`config.mk`:
```
export PLATFORM = sky130hd
export DESIGN_NAME = shift_arbiter
export DESIGN_NICKNAME = d
export VERILOG_FILES = /design/src/rtl/shift_arbiter_pkg.sv /design/src/rtl/barrelShifter.sv /design/src/rtl/shift_arbiter.sv
export SDC_FILE = /design/constraint.sdc
export NUM_CORES = 1
export LEC_CHECK = 0
export CORE_MARGIN = 10
export CORE_UTILIZATION = 60
export DETAILED_ROUTE_END_ITERATION = 8
export PLACE_DENSITY = 0.91
export SETUP_SLACK_MARGIN = 0.5
export SYNTH_ARGS = -nofsm -noshare
export SYNTH_HDL_FRONTEND = slang
export SYNTH_SLANG_ARGS = --single-unit
```
`constraint.sdc`:
```
create_clock -name clk -period 9.2 [get_ports clk]
set_input_delay 1.84 -clock clk [delete_from_list [all_inputs] [get_ports clk]]
set_output_delay 1.84 -clock clk [all_outputs]
set_load 0.01 [all_outputs]
```
`src/rtl/shift_arbiter_pkg.sv`:
```
// Shared widths, shifter opcodes and buffer states
// for the two-requester shift arbiter.
package shift_arbiter_pkg;

   localparam int N = 16;
   localparam int C = 4;

   localparam logic [1:0] OP_ROTL = 2'b00;
   localparam logic [1:0] OP_SHL  = 2'b01;
   localparam logic [1:0] OP_ROTR = 2'b10;
   localparam logic [1:0] OP_SRL  = 2'b11;

   typedef enum logic {
      ST_EMPTY = 1'b0,
      ST_FULL  = 1'b1
   } state_e;

endpackage

```
`src/rtl/barrelShifter.sv`:
```
// Combinational 16-bit barrel shifter core:
// rotate/shift left/right by Cnt, or full bit-reverse.
module barrelShifter
   import shift_arbiter_pkg::*;
(
   input  logic [N-1:0] In,
   input  logic [C-1:0] Cnt,
   input  logic [1:0]   Op,
   input  logic         BTR,
   output logic [N-1:0] Out
);

   logic [C:0]   inv;
   logic [N-1:0] rev;

   // Cnt=0 gives inv=N, so the wrap-around term shifts out to zero
   assign inv = (C+1)'(N) - {1'b0, Cnt};

   always_comb begin
      for (int i = 0; i < N; i++) begin
         rev[i] = In[N-1-i];
      end
   end

   always_comb begin
      Out = '0;
      if (BTR) begin
         Out = rev;
      end else begin
         unique case (Op)
            OP_ROTL: Out = (In << Cnt) | (In >> inv);
            OP_SHL:  Out = In << Cnt;
            OP_ROTR: Out = (In >> Cnt) | (In << inv);
            OP_SRL:  Out = In >> Cnt;
         endcase
      end
   end

endmodule

```
`src/rtl/shift_arbiter.sv`:
```
// Round-robin arbiter sharing one barrel shifter between two
// requesters, with a one-entry tagged result buffer.
module shift_arbiter
   import shift_arbiter_pkg::*;
(
   input  logic         clk,
   input  logic         rst,
   input  logic         req0_valid,
   output logic         req0_ready,
   input  logic [N-1:0] req0_in,
   input  logic [C-1:0] req0_cnt,
   input  logic [1:0]   req0_op,
   input  logic         req0_btr,
   input  logic         req1_valid,
   output logic         req1_ready,
   input  logic [N-1:0] req1_in,
   input  logic [C-1:0] req1_cnt,
   input  logic [1:0]   req1_op,
   input  logic         req1_btr,
   output logic         rsp_valid,
   input  logic         rsp_ready,
   output logic [N-1:0] rsp_out,
   output logic         rsp_id
);

   state_e       state_q, state_d;
   logic [N-1:0] out_q, out_d;
   logic         id_q, id_d;
   logic         rr_q, rr_d;

   logic         gnt0, gnt1;
   logic         can_accept, accept;
   logic [N-1:0] sh_in, sh_out;
   logic [C-1:0] sh_cnt;
   logic [1:0]   sh_op;
   logic         sh_btr;

   // On a tie the requester that did not win last time goes
   assign gnt0 = req0_valid & (~req1_valid | rr_q);
   assign gnt1 = req1_valid & (~req0_valid | ~rr_q);

   assign can_accept = (state_q == ST_EMPTY) | (rsp_valid & rsp_ready);
   assign accept     = (gnt0 | gnt1) & can_accept & ~rst;

   assign sh_in  = gnt1 ? req1_in  : req0_in;
   assign sh_cnt = gnt1 ? req1_cnt : req0_cnt;
   assign sh_op  = gnt1 ? req1_op  : req0_op;
   assign sh_btr = gnt1 ? req1_btr : req0_btr;

   barrelShifter u_core (
      .In  (sh_in),
      .Cnt (sh_cnt),
      .Op  (sh_op),
      .BTR (sh_btr),
      .Out (sh_out)
   );

   always_ff @(posedge clk) begin
      if (rst) begin
         state_q <= ST_EMPTY;
         out_q   <= '0;
         id_q    <= 1'b0;
         rr_q    <= 1'b1;
      end else begin
         state_q <= state_d;
         out_q   <= out_d;
         id_q    <= id_d;
         rr_q    <= rr_d;
      end
   end

   always_comb begin
      state_d = state_q;
      if (accept) begin
         state_d = ST_FULL;
      end else if (rsp_valid & rsp_ready) begin
         state_d = ST_EMPTY;
      end
   end

   always_comb begin
      rsp_valid  = (state_q == ST_FULL);
      req0_ready = gnt0 & can_accept & ~rst;
      req1_ready = gnt1 & can_accept & ~rst;
   end

   assign out_d = accept ? sh_out : out_q;
   assign id_d  = accept ? gnt1   : id_q;
   assign rr_d  = accept ? gnt1   : rr_q;

   assign rsp_out = out_q;
   assign rsp_id  = id_q;

endmodule

```
==> out/metrics.yaml, run 1 <==
timing:
  skew_ns: 0.00406
  slew_viol_final: 1
  rsz0062_at_grt: "false"
  period_share_pct: 68.4
  timing.final.crit_period_ns: 6.29
  tightest_slew_ns: 1.48
  hold_slack_ns: 0.496
  worst_slack_ns: 2.91
  finalSetupViolCount: 0
  timing.fmax_ghz: 0.159
  finalSetupTns_ns: 0
  hold_viol: 0
  relSlewSlack_pct: -0.232
synth:
  syn_avg_cell_area_um2: 7.40
  ys_seq_elements: 19
  syn_inst: 625
  synth_cell_type_count: 75
  ys.flop_type: "dfxtp_1"
  synth-xor-area-share_pct: 2.03
  synth_adder_area_share_pct: 0.270
  syn_area_um2: 4630
  synth_nets: 677
  synth_edf_count: 0
  ys_seq_area_share_pct: 8.22
  synth_mux_area_share_pct: 36.2
  synth_compound_area_share_pct: 26.6
  synthArstFlopShare_pct: 0
  synth_simple_gate_area_share_pct: 20.3
  synth_top_family_by_area: "multiplexers"
  yosys_warnings: 0
detailed_routing:
  drt-pass1-iter-count: 6
  viasPerCell: 7.78
  wl_per_cell_um: 29.0
  num_vias: 5862
  ant_nets: 0
  drt_iter0_markers: 1149
  wirelength_mm: 21.9
  drc: 0
final_layout:
  final_common_cell: "mux2i_1"
  drive_above_1_share_pct: 9.79
  diodes: 0
  fin_area_um2: 5290
  area_growth_pct: 14.2
  fin_cells: 753
  final_cell_mix: "mux2i_1 (119), nand2_1 (101), clkdlybuf4s50_1 (68)"
  nets: 707
clock_network:
  cts_max_level: 1
  cts_setup_buffers: 0
  cts_root_buf: "clkbuf_8"
  cts_sinks: 19
  ctsHoldBuffers: 0
  clk_latency_ns: 0.28
  cts_tree: "done"
  clkSlewWorstSetupHoldPaths_ns: 0.09
  numCtsBuffers: 3
  ctsResizeCount: 0
  cts_max_path_buffers: 2
place:
  place_ws_ns: 2.77
  io_buffers: 70
  dpl.hpwl_mm: 15.5
  placedInstanceArea_um2: 5240
  dp_cells: 749
  gp_congestion: 1.17
power:
  p_leak_nw: 2.12
  vdd_drop_max_mv: 0.0799
  power_density_nw_per_um2: 114
global_routing:
  grt_first_pass_wirelength_mm: 32.3
  grt_max_degree: 67
  grt_pass1_vias: 5315
  grt_usage_pct: 35.4
  antenna_found_initial: 1
  overflow: 0
status:
  violations: "max-capacitance violations, max-slew violations"
  status: "complete, but fails checks"
worst_hold_path:
  hold_path_depth: 2
  hp-class: "flip-flop to flip-flop"
critical_path:
  required_ns: 9.33
  arrival_ns: 6.43
  path_class: "primary input to flip-flop"
  critPathLaunchType: "primary input"
  cp_max_fo: 35
  r2r_cells: 9
  cp-end-kind: "flip-flop"
run:
  drv_cap: 1
die:
  dieHeight_um: 108
  num_rows: 31
  die_w_um: 108
  initial_core_util_pct: 62.8
  core-area_um2: 7370
  dieArea_um2: 11600
  io_pins: 71
cell families (layout without fill, tap and decap cells):
group           after synthesis  count (layout)
fa+ha+maj                     1               1
compound gates              174             174
buf+inv                      60              89
simple gates                213             213
mux                         152             152
xor+xnor                      6               6
flops                        19              19
worst max-delay path: stages:
cell	delay [ns]
clkdlybuf4s50_1	0.56
a21boi_4	0.19
buf_4	0.39
mux2_2	0.61
inv_2	0.34
ha_1	0.50
xnor2_2	0.78
mux4_2	0.63
a2111oi_2	0.45
a211oi_2	0.12
final timing paths:
| kind | start | endpoint | slack (ns) |
|---|---|---|---|
| worst max-delay path | req1_valid | rsp_out[8] | 2.91 |
| worst min-delay path | rsp_id | rsp_id | 0.50 |
| worst max register to register | rr_q | rsp_out[8] | 4.70 |
| worst min register to register | rsp_id | rsp_id | 0.50 |
synthesized netlist by cell type, drive strengths merged (5+ instances only):
master / n / area, um2
mux2i: 123 / 1250
nand2: 101 / 379
nor2: 51 / 191
o21ai: 35 / 175
a21oi: 33 / 169
buf: 29 / 176
clkbuf: 23 / 86.3
mux2: 21 / 240
dfxtp: 19 / 380
nand3: 16 / 80.1
nor3: 16 / 91.3
a211oi: 14 / 110
o211ai: 14 / 105
a31oi: 13 / 87.6
inv: 8 / 30.0
mux4: 8 / 180
a221oi: 6 / 52.6
xnor2: 6 / 93.9
a41oi: 5 / 43.8
nor3b: 5 / 42.5
o21a: 5 / 37.5
cell type report:
| class | instances | area, um2 |
|---|---|---|
| clock inverters | 1 | 7.51 |
| clock buffers | 3 | 41.3 |
| well taps | 99 | 124 |
| multi-input cells | 546 | 3960 |
| flip-flops and latches | 19 | 380 |
| repair buffers | 77 | 743 |
| fillers | 610 | 2080 |
| inverters | 8 | 30.0 |
metrics by stage:
step / util [%] / power [W]
after global routing: 71.7 / 0.000614
final: 71.7 / 0.000601
after global placement: 71.1 / 0.000492
after CTS: 71.7 / 0.000568
after detailed placement: 71.1 / 0.000502
after floorplan: - / 0.000369
where the power goes:
group	total, W	switching (W)	leakage (nW)	internal, W
clock network	0.0000667	0.0000359	0.0217	0.0000308
logic	0.000437	0.000277	1.95	0.000160
registers	0.0000980	0.00000727	0.157	0.0000907
total	0.000601	0.000320	2.12	0.000281
flip-flops by register name, summed over array words and instances (netlist names):
| name | cells |
|---|---|
| rsp_out | 16 |
| rsp_valid | 1 |
| rr_q | 1 |
| rsp_id | 1 |
per-layer routing:
| metal | share of wire (%) | track usage (%) | up-vias |
|---|---|---|---|
| met1 | 35 | 43.9 | 2667 |
| met5 | 0.064 | 0 | - |
| li1 | - | - | 2439 |
| met2 | 42 | 54.5 | 604 |
| met3 | 17 | 12.1 | 150 |
| met4 | 5.5 | 14.8 | 2 |
No activity file was read; power rests on OpenSTA's default activity.
==> run 2: changes to the inputs <==
Settings changed: CORE_UTILIZATION 60 to 51, PLACE_DENSITY 0.91 to 0.82.
Clock period 9.2 ns to 5.5 ns, I/O delays scaled along.
==> run 2 against run 1 <==
The run now ends clean. Register-to-register slack got worse by 2.7 ns. Sequential power up 67%. Clock power rose by 80%. Global-route usage fell by 4.2 points. Flip-flop and latch count stayed put. Critical path depth is 1 lower. Core utilization is 10 points lower. Via count down 3.2%.
==> out/metrics.yaml, run 2 (synthesis results as in run 1) <==
clock_network:
  cts_sinks: 19
  clkSlewWorstSetupHoldPaths_ns: 0.10
  cts_setup_buffers: 0
  cts_max_path_buffers: 2
  clk_latency_ns: 0.28
  numCtsBuffers: 3
  ctsResizeCount: 0
  cts_max_level: 1
  ctsHoldBuffers: 0
  cts_root_buf: "clkbuf_8"
  cts_tree: "done"
critical_path:
  critical-path-max-stage-delay_ns: 0.83
  arrival_ns: 4.72
  critPathLaunchType: "primary input"
  required_ns: 5.66
  cp_max_fo: 18
  cp-end-kind: "flip-flop"
  path_cells: "clkdlybuf4s50_1 -> a21boi_4 -> mux2_2 -> inv_2 -> ha_1 -> xnor2_2 -> mux4_2 -> a2111oi_2 -> a211oi_2"
  path_buf_inv: 2
  crit_family: "compound AO/OA/AOI/OAI gates"
  path_class: "primary input to flip-flop"
  cpMaxStageDelayCell: "xnor2_2"
die:
  core-area_um2: 8760
  die_w_um: 115
  io_pins: 71
  num_rows: 34
  initial_core_util_pct: 52.8
  dieHeight_um: 115
  dieArea_um2: 13300
global_routing:
  overflow: 0
  grt_max_degree: 54
  grt_usage_pct: 31.2
  grt_first_pass_wirelength_mm: 32.4
  grt_pass1_vias: 5243
  antenna_found_initial: 0
detailed_routing:
  wirelength_mm: 21.7
  drt-pass1-iter-count: 7
  num_vias: 5673
  ant_nets: 0
  drc: 0
  wl_per_cell_um: 28.0
  drt_iter0_markers: 925
  viasPerCell: 7.33
timing:
  timing.fmax_ghz: 0.220
  skew_ns: 0.00117
  hold_viol: 0
  timing.final.crit_period_ns: 4.55
  tightest_slew_ns: 1.03
  relSlewSlack_pct: 29.1
  slew_viol_final: 0
  finalSetupTns_ns: 0
  rsz0062_at_grt: "false"
  finalSetupViolCount: 0
  worst_slack_ns: 0.948
  period_share_pct: 82.8
final_layout:
  final_common_cell: "mux2i_1"
  largest_reg_flops: 16
  area_growth_pct: 16.8
  final_cell_mix: "mux2i_1 (119), nand2_1 (101), clkdlybuf4s50_1 (68)"
  nets: 719
  diodes: 0
  final_util_pct: 61.7
  drive_above_1_share_pct: 11.4
run:
  drv_cap: 0
place:
  dpl.hpwl_mm: 16.5
  gp_congestion: 1.05
  io_buffers: 70
  place_ws_ns: 0.735
power:
  vdd_drop_max_mv: 0.115
  p_leak_nw: 2.19
  power_density_nw_per_um2: 187
worst_hold_path:
  hp-class: "flip-flop to flip-flop"
status:
  status: "finished clean"
[run 2: cell count changes in the layout (fill, tap and decap cells not counted), sizes merged]
cell,previous run,this run
buf,9,21
[run 2: power breakdown]
| group | leakage (nW) | switching (W) | total (W) | internal [W] |
|---|---|---|---|---|
| logic | 2.01 | 0.000450 | 0.000726 | 0.000276 |
| registers | 0.157 | 0.0000126 | 0.000164 | 0.000152 |
| clock network | 0.0217 | 0.0000686 | 0.000120 | 0.0000516 |
[run 2: path summary, 6_finish.rpt]
kind                            slack [ns]         end        from  cells past startpoint
worst max-delay path                  0.95  rsp_out[8]  req1_valid                      9
worst min-delay path                  0.47      rsp_id      rsp_id                      2
worst max register to register        1.98  rsp_out[8]        rr_q                      8
worst min register to register        0.47      rsp_id      rsp_id                      2
[run 2: worst reg2reg max path: stages, from the launching register on]
cell,delay (ns)
dfxtp_1,0.38
a21boi_4,0.35
mux2_2,0.26
inv_2,0.04
ha_1,0.38
xnor2_2,0.83
mux4_2,0.63
a2111oi_2,0.41
a211oi_2,0.12
[run 2: stage by stage]
stage	hold slack, ns	area (um2)	cells	power, W
2_1_floorplan	0.476	4630	625	0.000617
6_report	0.471	5410	774	0.00101
3_3_place_gp	0.439	5360	770	0.000860
3_5_place_dp	0.454	5360	770	0.000859
4_1_cts	0.465	5410	774	0.000975
5_1_grt	0.510	5410	774	0.00105
[run 2: final cells by class]
class | count | area [um2]
well taps | 108 | 135
fillers | 788 | 3360
inverters | 8 | 30.0
flip-flops and latches | 19 | 380
multi-input cells | 546 | 3970
repair buffers | 89 | 846
clock buffers | 3 | 41.3
clock inverters | 1 | 7.51
[run 2: routing by layer]
metal / track usage (%) / vias up / share of wire (%)
met3: 8.91 / 91 / 15
met1: 40.8 / 2641 / 38
met5: 0 / - / 0
met2: 46.0 / 488 / 42
met4: 15.1 / 0 / 5.6
li1: - / 2453 / -
==> run 3: changes to the inputs <==
Clock period 5.5 ns to 4 ns, I/O delays scaled along.
==> run 3 against run 2 <==
Cell area rose by 7.9%. Global-route usage increased by 1.2 points. Clock power grew 28%. Clock-buffer cell count unchanged. Final cell count up 5.6%. Hold slack improved by 0.0042 ns. Combinational power is 53% higher. Non-clock buffer count up 43. Register-to-register slack lost 0.80 ns. Routed wire length increased by 4.4%. Largest power group unchanged.
==> out/metrics.yaml, run 3 (synthesis results as in run 1) <==
worst_hold_path:
  hp-class: "flip-flop to flip-flop"
  hold_path_depth: 2
final_layout:
  fillCellCount: 735
  area_growth_pct: 26.0
  largest_reg_flops: 16
  drive_above_1_share_pct: 17.9
  fin_area_um2: 5830
  final_cell_mix: "mux2i_1 (116), nand2_1 (101), clkdlybuf4s50_1 (67)"
  final_common_cell: "mux2i_1"
  nets: 762
  diodes: 0
clock_network:
  clk_latency_ns: 0.27
  cts_sinks: 19
  cts_root_buf: "clkbuf_8"
  clkSlewWorstSetupHoldPaths_ns: 0.09
  cts_tree: "done"
  cts_max_path_buffers: 2
  cts_max_level: 1
  numCtsBuffers: 3
die:
  core-area_um2: 8760
  dieHeight_um: 115
  io_pins: 71
  die_w_um: 115
  dieArea_um2: 13300
  num_rows: 34
  initial_core_util_pct: 52.8
place:
  gp_congestion: 1.12
  io_buffers: 70
  placedInstanceArea_um2: 5650
  dpl.hpwl_mm: 17.6
global_routing:
  grt_max_degree: 38
  antenna_found_initial: 1
  overflow: 0
  grt_usage_pct: 32.4
  grt-busiest-layer: "met2"
  use_met3_pct: 10.7
  gr-usage-met1_pct: 42.3
  met2_usage_pct: 47.6
  grt_pass1_vias: 5575
  grt_first_pass_wirelength_mm: 33.9
timing:
  rsz0062_at_grt: "true"
  skew_ns: 0.00335
  tightest_slew_ns: 0.780
  finalSetupViolCount: 0
  timing.final.crit_period_ns: 3.45
  slew_viol_final: 0
  period_share_pct: 86.3
  timing.fmax_ghz: 0.290
  finalSetupTns_ns: 0
  relSlewSlack_pct: 47.6
  hold_viol: 0
critical_path:
  required_ns: 4.17
  rrSetupSlack_ns: 1.18
  cp_max_fo: 4
  path_cells: "clkdlybuf4s50_1 -> a21boi_4 -> mux2i_1 -> buf_4 -> mux2i_2 -> nor2_1 -> a221oi_1 -> o211ai_1 -> o21a_1"
  critical-path-max-stage-delay_ns: 0.49
  r2r_cells: 8
  cp-end-kind: "flip-flop"
  critPathLaunchType: "primary input"
  path_class: "primary input to flip-flop"
  arrival_ns: 3.63
  cpMaxStageDelayCell: "mux2i_2"
detailed_routing:
  viasPerCell: 7.36
  wirelength_mm: 22.6
  drt-pass1-iter-count: 8
  wl_per_cell_um: 27.7
  drc: 0
  drt_iter0_markers: 1120
  num_vias: 6013
  ant_nets: 0
power:
  p_leak_nw: 2.42
  power_density_nw_per_um2: 256
  vdd_drop_max_mv: 0.103
run:
  drv_cap: 0
status:
  status: "finished clean"
-- run 3: cell type report --
cell class	count	area, um2	area share, %
clock inverters	1	5.00	0.0858
multi-input cells	546	4030	69.1
repair buffers	132	1210	20.8
well taps	108	135	2.32
flip-flops and latches	19	380	6.52
clock buffers	3	41.3	0.708
inverters	8	30.0	0.515
-- run 3: repair_timing --
action / 4_1_cts / 5_1_grt
gates resized for setup: 5 / 12
pin swaps: 0 / 1
endpoints found under the setup margin: 11 / 13
setup buffers: 0 / 6
hold buffers: 0 / 0
-- run 3: stage by stage --
step | utilization [%] | worst slack [ns] | hold slack (ns) | std cells | power (W)
after floorplan | - | 0.513 | 0.476 | 625 | 0.000853
after global placement | 64.5 | 0.117 | 0.441 | 807 | 0.00124
after detailed placement | 64.5 | 0.0615 | 0.456 | 807 | 0.00125
after CTS | 65.3 | 0.549 | 0.469 | 811 | 0.00141
after global routing | 66.5 | 0.475 | 0.499 | 817 | 0.00154
final | 66.5 | 0.549 | 0.475 | 817 | 0.00149
-- run 3: final timing paths --
check / startpoint / to
max reg2reg: rr_q / rsp_out[1]
min: rsp_id / rsp_id
max: req1_valid / rsp_out[1]
min reg2reg: rsp_id / rsp_id
-- run 3: critical path, delay by kind of cell --
kind                   cells  cell delay [ns]
AOI/OAI and AO/OA          4             1.12
buffers and inverters      2             0.71
muxes                      2             0.91
and+or+nand+nor            1             0.07
-- run 3: report_power, final --
part / internal [W] / switching, W
Combinational: 0.000454 / 0.000657
Sequential: 0.000209 / 0.0000200
Clock: 0.0000699 / 0.0000830
Total: 0.000732 / 0.000760
-- run 3: metal layers --
metal	part of all wire [%]	wire (um)
met4	6.2	1400
met2	41	9200
met5	0.21	48
met1	36	8260
met3	16	3720
